**src/rtl/rtu_rsp_queue.sv**
```systemverilog
// Response queue between the RTU lookup engine and swc_core: buffers lookup results
// and presents them first-word-fall-through with the rtu_rsp_valid/rtu_rsp_ack handshake.
module rtu_rsp_queue #(
    parameter int unsigned g_num_ports            = 11,
    parameter int unsigned g_prio_width           = 3,
    parameter int unsigned g_depth                = 4,
    parameter int unsigned g_force_drop_zero_mask = 1
) (
    input  logic                          clk_i,
    input  logic                          rst_n_i,
    input  logic                          req_valid_i,
    output logic                          req_ready_o,
    input  logic [g_num_ports-1:0]        req_dst_port_mask_i,
    input  logic                          req_drop_i,
    input  logic [g_prio_width-1:0]       req_prio_i,
    output logic                          rtu_rsp_valid_o,
    input  logic                          rtu_rsp_ack_i,
    output logic [g_num_ports-1:0]        rtu_dst_port_mask_o,
    output logic                          rtu_drop_o,
    output logic [g_prio_width-1:0]       rtu_prio_o,
    output logic [$clog2(g_depth):0]      count_o,
    output logic                          overflow_o
);

    localparam int unsigned PTR_W = $clog2(g_depth);
    localparam int unsigned CNT_W = PTR_W + 1;

    typedef struct packed {
        logic [g_num_ports-1:0]  mask;
        logic                    drop;
        logic [g_prio_width-1:0] prio;
    } entry_t;

    entry_t           mem [g_depth];
    entry_t           wdata;
    entry_t           head;
    entry_t           head_nxt;
    logic [PTR_W-1:0] wr_ptr;
    logic [PTR_W-1:0] wr_ptr_nxt;
    logic [PTR_W-1:0] rd_ptr;
    logic [PTR_W-1:0] rd_ptr_nxt;
    logic [CNT_W-1:0] count;
    logic [CNT_W-1:0] count_nxt;
    logic             ready;
    logic             ready_nxt;
    logic             valid;
    logic             valid_nxt;
    logic             overflow;
    logic             overflow_nxt;
    logic             wr_en;
    logic             rd_en;

    // Next-state computation for pointers, occupancy and the registered head.
    always_comb begin
        wr_en        = req_valid_i & ready;
        rd_en        = rtu_rsp_ack_i & valid;

        wdata.mask   = req_dst_port_mask_i;
        wdata.prio   = req_prio_i;
        wdata.drop   = req_drop_i |
                       ((g_force_drop_zero_mask != 0) && (req_dst_port_mask_i == '0));

        wr_ptr_nxt   = wr_en ? wr_ptr + PTR_W'(1) : wr_ptr;
        rd_ptr_nxt   = rd_en ? rd_ptr + PTR_W'(1) : rd_ptr;

        count_nxt    = count;
        case ({wr_en, rd_en})
            2'b10:   count_nxt = count + CNT_W'(1);
            2'b01:   count_nxt = count - CNT_W'(1);
            default: count_nxt = count;
        endcase

        ready_nxt    = count_nxt < CNT_W'(g_depth);
        valid_nxt    = count_nxt != '0;
        overflow_nxt = req_valid_i & ~ready;

        // Head keeps its last value when the queue drains; a write landing in the
        // slot about to become head bypasses the storage array.
        head_nxt     = head;
        if (count_nxt != '0) begin
            if (wr_en && (rd_ptr_nxt == wr_ptr)) begin
                head_nxt = wdata;
            end else begin
                head_nxt = mem[rd_ptr_nxt];
            end
        end
    end

    always_ff @(posedge clk_i) begin
        if (wr_en) begin
            mem[wr_ptr] <= wdata;
        end
    end

    always_ff @(posedge clk_i) begin
        if (!rst_n_i) begin
            wr_ptr   <= '0;
            rd_ptr   <= '0;
            count    <= '0;
            ready    <= 1'b1;
            valid    <= 1'b0;
            overflow <= 1'b0;
            head     <= '0;
        end else begin
            wr_ptr   <= wr_ptr_nxt;
            rd_ptr   <= rd_ptr_nxt;
            count    <= count_nxt;
            ready    <= ready_nxt;
            valid    <= valid_nxt;
            overflow <= overflow_nxt;
            head     <= head_nxt;
        end
    end

    assign req_ready_o         = ready;
    assign rtu_rsp_valid_o     = valid;
    assign rtu_dst_port_mask_o = head.mask;
    assign rtu_drop_o          = head.drop;
    assign rtu_prio_o          = head.prio;
    assign count_o             = count;
    assign overflow_o          = overflow;

endmodule

```
**config.mk**
```make
export PLATFORM = sky130hd
export DESIGN_NAME = rtu_rsp_queue
export DESIGN_NICKNAME = d
export VERILOG_FILES = /design/src/rtl/rtu_rsp_queue.sv
export SDC_FILE = /design/constraint.sdc
export NUM_CORES = 1
export LEC_CHECK = 0
export ABC_CLOCK_PERIOD_IN_PS = 6000
export BUFFER_PORTS_ARGS = -buffer_cell sky130_fd_sc_hd__buf_4
export CORE_ASPECT_RATIO = 1.1
export CORE_UTILIZATION = 48
export DETAILED_ROUTE_END_ITERATION = 16
export PLACE_DENSITY = 0.67
export SYNTH_ARGS = -nofsm -noshare
export SYNTH_HDL_FRONTEND = slang
export SYNTH_SLANG_ARGS = --single-unit
```
**constraint.sdc**
```tcl
create_clock -name clk_i -period 6 [get_ports clk_i]
set_input_delay 0.6 -clock clk_i [delete_from_list [all_inputs] [get_ports clk_i]]
set_output_delay 0.6 -clock clk_i [all_outputs]
set_load 0.05 [all_outputs]
```
==> summary.md, run 1 <==
| Metric | Value |
|---|---|
| Critical-path top delay cell | `a2111oi_4` |
| Final Hold Viols | `0` |
| Nets@finish | `344` |
| Delay-heaviest family, CP | `compound AO/OA/AOI/OAI gates` |
| Post-Syn Area | `around 0.0038 mm²` |
| Post-CTS Hold Buffers | `0` |
| Post-synthesis sequential area ratio | `between 60% and 70%` |
| Fmax | `316 MHz` |
| Die Area | `between 0.008 and 0.009 mm²` |
| Yosys reg bits | `85` |
| CP Max Fanout | `15` |
| Fillcell total | `roughly 700` |
| Num CTS Buffers | `9` |
| RSZ-0062 raised after global routing | `false` |
| Placement row count | `33` |
| Via density | `5.44` |
| Static Leak | `around 1.6 nW` |
| Residual DRC | `0` |
| Sequential Power Share | `between 40% and 50%` |
| Initial antenna violation count | `0` |
| HP Class | `input port to flip-flop` |
| Die Wd | `roughly 87 µm` |
| Avg Cell Area, Syn | `approximately 14 µm²` |
| Register Area | `approximately 0.0023 mm²` |
| Pint | `approximately 1.2 mW` |
| Minimum clock period | `between 3000 and 4000 ps` |
| Post-route setup TNS | `0 ps` |
| CTS resizes | `0` |
| Syn Inst Count | `282` |
| Critical Path RT | `~6300 ps` |
| Antenna cells | `0` |
| P&R area growth vs syn | `13.6%` |
| Asr flop ratio synth | `0%` |
| Initial Utilization | `about 50%` |
| Top cell type's share of synthesized area | `a little under half` |
| Largest net degree at the start of global routing | `48` |
| Clk pwr share | `approximately a fifth` |
| Routed vias | `2,334` |
| Final cycle utilization of the critical path | `52.8%` |
| Critical path type | `flip-flop to flip-flop` |
| Power share of the combinational group | `approximately two fifths` |
| Vias in the first global route | `between 2,000 and 2,500` |
| Max Cap Viol | `0` |
| Post-CTS setup buffers | `0` |
| CP Buf/Inv Count | `2` |
| Crit path DAT | `3440 ps` |
| Clock Skew | `9.49 ps` |
| # clock sinks | `85` |
| Synth area leader | `edfxtp_1` |
| WL/cell | `roughly 17 µm` |
| Synth top cells by count | `60 x edfxtp_1, 57 x mux2i_1, 25 x dfxtp_1, 20 x nand2_1, 16 x a21oi_1` |
| Setup crit start kind | `flip-flop` |
| Core box area | `roughly 0.0076 mm²` |
| Fin util | `a little under three fifths` |
| CP Cell Sequence | `nand2_1, inv_1, ha_1, inv_1, fa_1, xor2_2, nor3_2, a2111oi_4, nand2_1, o21ai_2` |
| CTS root buf | `clkbuf_8` |
| Clock tree buffer depth | `2` |
| Crit. End Element | `flip-flop` |
| First-pass GRT wire length | `12.2 mm` |
| Power density cells | `approximately 450 mW/mm²` |
| Clock latency on the worst-skew pair | `between 300 and 400 ps` |
| Post-DP HPWL | `between 4 and 5 mm` |
| Die Ht | `approximately 96 µm` |
| Worst-path clk slew | `90 ps` |
| Tot Pwr | `approximately 2 mW` |
| Wirelength, routed | `approximately 7.5 mm` |
| DRT iter0 DRCs | `about 140` |
| Slew Viols, Final | `0` |
| Yosys warnings | `0` |
| Multi-input logic area | `0.00141 mm²` |
| H-Tree Depth | `3` |
| Final setup viols | `0` |
| Tightest Pin Transition | `between 1000 and 1500 ps` |
| Pre-antenna DRT Iters | `4` |
| Sw Ratio | `about two fifths` |
| CTS tree | `yes` |
| Port bufs | `39` |
| Layout cells sized above 1 | `24.1%` |
| DRT antenna net count | `0` |
| Library cells used by synthesis | `44` |
| RePlAce Congestion | `approximately 0.7` |
| Remaining Overflow, GRT | `0` |
| Post-synth top flop | `edfxtp_1` |
| EDFF count, synth | `60` |
| Ranking of synthesized cells by area | `edfxtp_1 47%, mux2i_1 15%, dfxtp_1 13%, a22o_1 3.2%, o21ai_2 2.3%` |
| Crit-path max cell delay | `roughly 960 ps` |
| Psw | `between 0.7 and 0.8 mW` |
| Syn nets | `~310` |
| Most common cell in the netlist | `edfxtp_1` |
| Max-slew headroom | `around 29%` |
| Peak VDD IR | `around 0.00026 V` |
| I/O pin cnt | `40` |
| Status | `complete, no violations` |
| Tot GR Track Use | `20.1%` |
-- layer usage --
layer	vias up	GRT usage, %	share of wire, %
met5	-	0	0
met4	0	8.61	1.4
met3	9	3.60	3.0
met2	41	34.2	50
met1	1145	25.4	45
li1	1139	-	-
-- cells by family after synthesis --
family	after synthesis	share of synthesized area, %
buf+inv	23	3.30
xor+xnor	6	1.57
mux	58	15.2
compound gates	58	11.9
fa+ha+maj	6	2.15
flops	85	60.1
simple gates	46	5.88
-- cell usage in the layout (no fill, tap or decap), types with 3 or more instances in the layout --
| cell type | Yosys | routed |
|---|---|---|
| clkbuf_8 | 0 | 9 |
| edfxtp_1 | 60 | 60 |
| clkinv_2 | 0 | 3 |
| mux2i_1 | 57 | 57 |
| o21ai_1 | 4 | 4 |
| a22o_1 | 14 | 14 |
| dfxtp_1 | 25 | 24 |
| nor2_1 | 8 | 8 |
| inv_1 | 9 | 9 |
| a21oi_1 | 16 | 16 |
| nand2_1 | 20 | 20 |
| buf_4 | 5 | 40 |
| o21ai_2 | 10 | 10 |
| and3_1 | 5 | 5 |
| ha_1 | 5 | 5 |
-- state kept, by name, indices dropped and copies added, names as in the netlist --
register and count:
count_o 3, rtu_dst_port_mask_o 11, rd_ptr 2, wr_ptr 2, rtu_rsp_valid_o 1, rtu_prio_o 3
req_ready_o 1, mem 60, rtu_drop_o 1, overflow_o 1
-- stage by stage --
stage	hold slack [ps]	area (µm²)	cells	setup WS, ps
final	458	4350	429	2830
after global routing	447	4350	429	2500
after CTS	454	4350	429	2800
after detailed placement	447	4180	413	2570
after global placement	441	4180	413	2690
after floorplan	492	3830	282	3050
-- power by group through the flow --
| stage | logic, mW | clock network (mW) | registers [mW] |
|---|---|---|---|
| after floorplan | 0.435 | 0 | 0.969 |
| after global placement | 0.781 | 0 | 0.808 |
| after detailed placement | 0.790 | 0 | 0.812 |
| after CTS | 0.794 | 0.367 | 0.798 |
| after global routing | 0.851 | 0.392 | 0.811 |
| final | 0.785 | 0.363 | 0.798 |
-- path summary, 6_finish.rpt --
kind         cells after the start  slack (ps)                      end              startpoint
min                              1         460                mem[1][2]           req_prio_i[2]
min reg2reg                      2         460   rtu_dst_port_mask_o[4]  rtu_dst_port_mask_o[4]
max                             10        2830  rtu_dst_port_mask_o[10]         rtu_rsp_valid_o
max reg2reg                     10        2830  rtu_dst_port_mask_o[10]         rtu_rsp_valid_o
-- area by class of cell --
type / instances / area share, %
clock buffer: 9 / 2.85
clock inverter: 7 / 1.12
inverter: 9 / 0.776
multi-input combinational: 174 / 32.4
sequential: 85 / 52.9
tap: 105 / 3.02
timing repair buffer: 40 / 6.90
(Power assumes the default switching activity.)
==> inputs of run 2 (changes only) <==
--- a/config.mk
+++ b/config.mk
@@ -5,7 +5,8 @@
 export SDC_FILE = /design/constraint.sdc
 export NUM_CORES = 1
 export LEC_CHECK = 0
-export ABC_CLOCK_PERIOD_IN_PS = 6000
+export ABC_AREA = 1
+export ABC_CLOCK_PERIOD_IN_PS = 3020
 export BUFFER_PORTS_ARGS = -buffer_cell sky130_fd_sc_hd__buf_4
 export CORE_ASPECT_RATIO = 1.1
 export CORE_UTILIZATION = 48
==> constraint.sdc (replaced) <==
create_clock -name clk_i -period 3.02 [get_ports clk_i]
set_input_delay 0.302 -clock clk_i [delete_from_list [all_inputs] [get_ports clk_i]]
set_output_delay 0.302 -clock clk_i [all_outputs]
set_load 0.05 [all_outputs]
==> run 2 against run 1 <==
Clock skew fell by 1.9 ps; fmax rose by 29%; combinational power rose by 75%; sequential cell count did not move; design area fell by 1.3%; wire length rose by 7.3%; first-iteration DRC count rose by 37%; global-route usage rose by 2.1 points; cell count rose by 21%; synthesized area fell by 4.7%.
==> summary.md, run 2 <==
| Metric | Value |
|---|---|
| EDFF count, synth | `60` |
| Clock tree buffer depth | `2` |
| Post-CTS setup buffers | `0` |
| Post-synth top flop | `edfxtp_1` |
| Most frequent cells in the layout | `122 x nand2_1, 82 x nand3_1, 60 x edfxtp_1` |
| Post-CTS Hold Buffers | `0` |
| Max Cap Viol | `0` |
| Final Hold Viols | `0` |
| Synth top cells by count | `122 x nand2_1, 82 x nand3_1, 60 x edfxtp_1, 37 x inv_1, 25 x dfxtp_1` |
| Fillcell total | `approximately 670` |
| Largest net degree at the start of global routing | `32` |
| Delay-heaviest family, CP | `adder cells` |
| Die Ht | `between 90 and 100 µm` |
| Critical Path Sink | `rtu_dst_port_mask_o[8]` |
| DRT iter0 DRCs | `189` |
| Pint | `around 2.4 mW` |
| HP Class | `input port to flip-flop` |
| Yosys warnings | `0` |
| CP Max Fanout | `16` |
| Syn Inst Count | `380` |
| Critical-path top delay cell | `fa_1` |
| First-pass GRT wire length | `roughly 13 mm` |
| Final hold slack | `146 ps` |
| RSZ-0062 raised after global routing | `false` |
| Worst setup path start | `req_ready_o` |
| Remaining Overflow, GRT | `0` |
| Top cell type's share of synthesized area | `approximately half` |
| Max reg flops | `60` |
| Ranking of synthesized cells by area | `edfxtp_1 49%, dfxtp_1 14%, nand2_1 13%, nand3_1 11%, inv_1 3.8%` |
| Core box area | `~0.0074 mm²` |
| P&R area growth vs syn | `17.6%` |
| Pre-CTS setup slack | `a little under 500 ps` |
| Minimum clock period | `approximately 2500 ps` |
| Critical Path RT | `around 3300 ps` |
| Final setup viols | `0` |
| Psw | `1.46 mW` |
| Residual DRC | `0` |
| Reg2reg end | `rtu_dst_port_mask_o[8]` |
| Static Leak | `1.90 nW` |
| CTS resizes | `0` |
| Final cycle utilization of the critical path | `approximately 82%` |
| Reg2reg path depth | `11` |
| Via density | `about 5.2` |
| Post-Syn Area | `0.00365 mm²` |
| # clock sinks | `85` |
| Sequential Power Share | `around 39%` |
| Worst path depth | `11` |
| Worst-path clk slew | `90 ps` |
| Routed vias | `approximately 2,700` |
| Final worst setup slack | `555 ps` |
| Post-DP HPWL | `5.08 mm` |
| R2r setup slk | `about 560 ps` |
| Pre-antenna DRT Iters | `5` |
| Slew Viols, Final | `0` |
| DRT antenna net count | `0` |
| Wirelength, routed | `a little over 8 mm` |
| RePlAce Congestion | `slightly above 0.8` |
| CP Cell Sequence | `nand2_1, ha_1, inv_1, fa_1, o21ai_0, nor2_1, nand3_1, nand2_1, inv_1, nand3_1, nand2_1` |
| CTS tree | `yes` |
| Placement row count | `33` |
| Post-route setup TNS | `0 ps` |
| Power share of the combinational group | `35.4%` |
| I/O pin cnt | `40` |
| Layout cells sized above 1 | `between 15 and 20%` |
| Tot Pwr | `roughly 3.9 mW` |
| Syn nets | `a little over 400` |
| Most common cell in the netlist | `nand2_1` |
| Avg Cell Area, Syn | `a little under 10 µm²` |
| Power density cells | `between 800 and 900 mW/mm²` |
| WL/cell | `15.6 µm` |
| Die Area | `0.00796 mm²` |
| Port bufs | `39` |
| Clk pwr share | `25.3%` |
| Synth area leader | `edfxtp_1` |
| Post-synthesis sequential area ratio | `around 63%` |
| Tightest Pin Transition | `between 500 and 600 ps` |
| Crit path DAT | `roughly 2800 ps` |
| Die Wd | `approximately 85 µm` |
| Crit path top cell by count | `nand2_1` |
| CP Buf/Inv Count | `2` |
| Setup crit start kind | `flip-flop` |
| Library cells used by synthesis | `20` |
| Nets@finish | `450` |
| Status | `complete, no violations` |
| Fmax | `a little over 400 MHz` |
| Biggest register | `mem` |
| Initial antenna violation count | `0` |
| Num CTS Buffers | `9` |
| Vias in the first global route | `between 2,000 and 3,000` |
| Most common cell after layout, fill and taps aside | `nand2_1` |
| Final Cell Area | `0.00430 mm²` |
| Critical path type | `flip-flop to flip-flop` |
| Peak VDD IR | `0.000275 V` |
| Initial Utilization | `49.4%` |
| Max-slew headroom | `between 60% and 70%` |
| CTS root buf | `clkbuf_8` |
| Yosys reg bits | `between 80 and 90` |
| Sw Ratio | `between 30 and 40%` |
| Tot GR Track Use | `22.2%` |
| Antenna cells | `0` |
| Asr flop ratio synth | `0%` |
| Crit. End Element | `flip-flop` |
| Clock latency on the worst-skew pair | `around 360 ps` |
| RR Startpoint | `req_ready_o` |
| H-Tree Depth | `3` |
| Placed cell areas | `0.00405 mm²` |
| Crit-path max cell delay | `410 ps` |
| Clock Skew | `roughly 7.6 ps` |
-- run 2: worst register-to-register path, cell delays in order, from the launching register on --
cell and delay (ps):
dfxtp_1 360, nand2_1 190, ha_1 280, inv_1 90, fa_1 410, o21ai_0 240
nor2_1 80, nand3_1 90, nand2_1 50, inv_1 400, nand3_1 140, nand2_1 90
-- run 2: power groups by stage --
| stage | combinational (mW) | sequential (mW) | clock, mW |
|---|---|---|---|
| detailed placement | 1.38 | 1.55 | 0 |
| finish | 1.37 | 1.52 | 0.978 |
| floorplan | 0.692 | 1.83 | 0 |
| global placement | 1.35 | 1.54 | 0 |
| CTS | 1.38 | 1.52 | 0.992 |
| global route | 1.51 | 1.53 | 1.04 |
-- run 2: cell families (layout without fill, tap and decap cells) --
kind of cell | count (synthesis) | count (layout) | synth area share, %
AOI/OAI and AO/OA | 6 | 6 | 0.822
DFF | 85 | 85 | 63.0
buffers and inverters | 52 | 102 | 6.06
and+or+nand+nor | 230 | 230 | 27.6
xor gates and xnor gates | 1 | 1 | 0.240
adders and majority gates | 6 | 6 | 2.26
-- run 2: metal layers --
metal | wire (µm) | vias up | GRT usage, %
met5 | 0 | - | 0
met4 | 114 | 0 | 12.6
met3 | 543 | 10 | 3.00
met2 | 4020 | 83 | 37.2
met1 | 3380 | 1275 | 27.7
li1 | - | 1345 | -
-- run 2: final cells by class --
type | instances | area [µm²] | share of cell area (%)
sequential | 85 | 2300 | 53.6
multi-input combinational | 243 | 1130 | 26.3
timing repair buffer | 49 | 368 | 8.56
clock buffer | 11 | 141 | 3.29
inverter | 37 | 139 | 3.23
tap | 87 | 109 | 2.53
clock inverter | 5 | 108 | 2.51
-- run 2: through the flow --
stage | utilization (%) | std cells
after global routing | 58.1 | 517
final | 58.1 | 517
after floorplan | - | 380
after detailed placement | 54.7 | 501
after global placement | 54.7 | 501
after CTS | 58.1 | 517
-- run 2: worst min path at each step --
stage,startpoint,end,slack (ps),cells after the start
after floorplan,rst_n_i,req_ready_o,390,1
after global placement,req_ready_o,overflow_o,430,1
after detailed placement,req_ready_o,overflow_o,440,1
after CTS,req_prio_i[0],mem[0][0],140,1
after global routing,req_dst_port_mask_i[3],mem[2][7],150,1
final,req_prio_i[0],mem[0][0],150,1
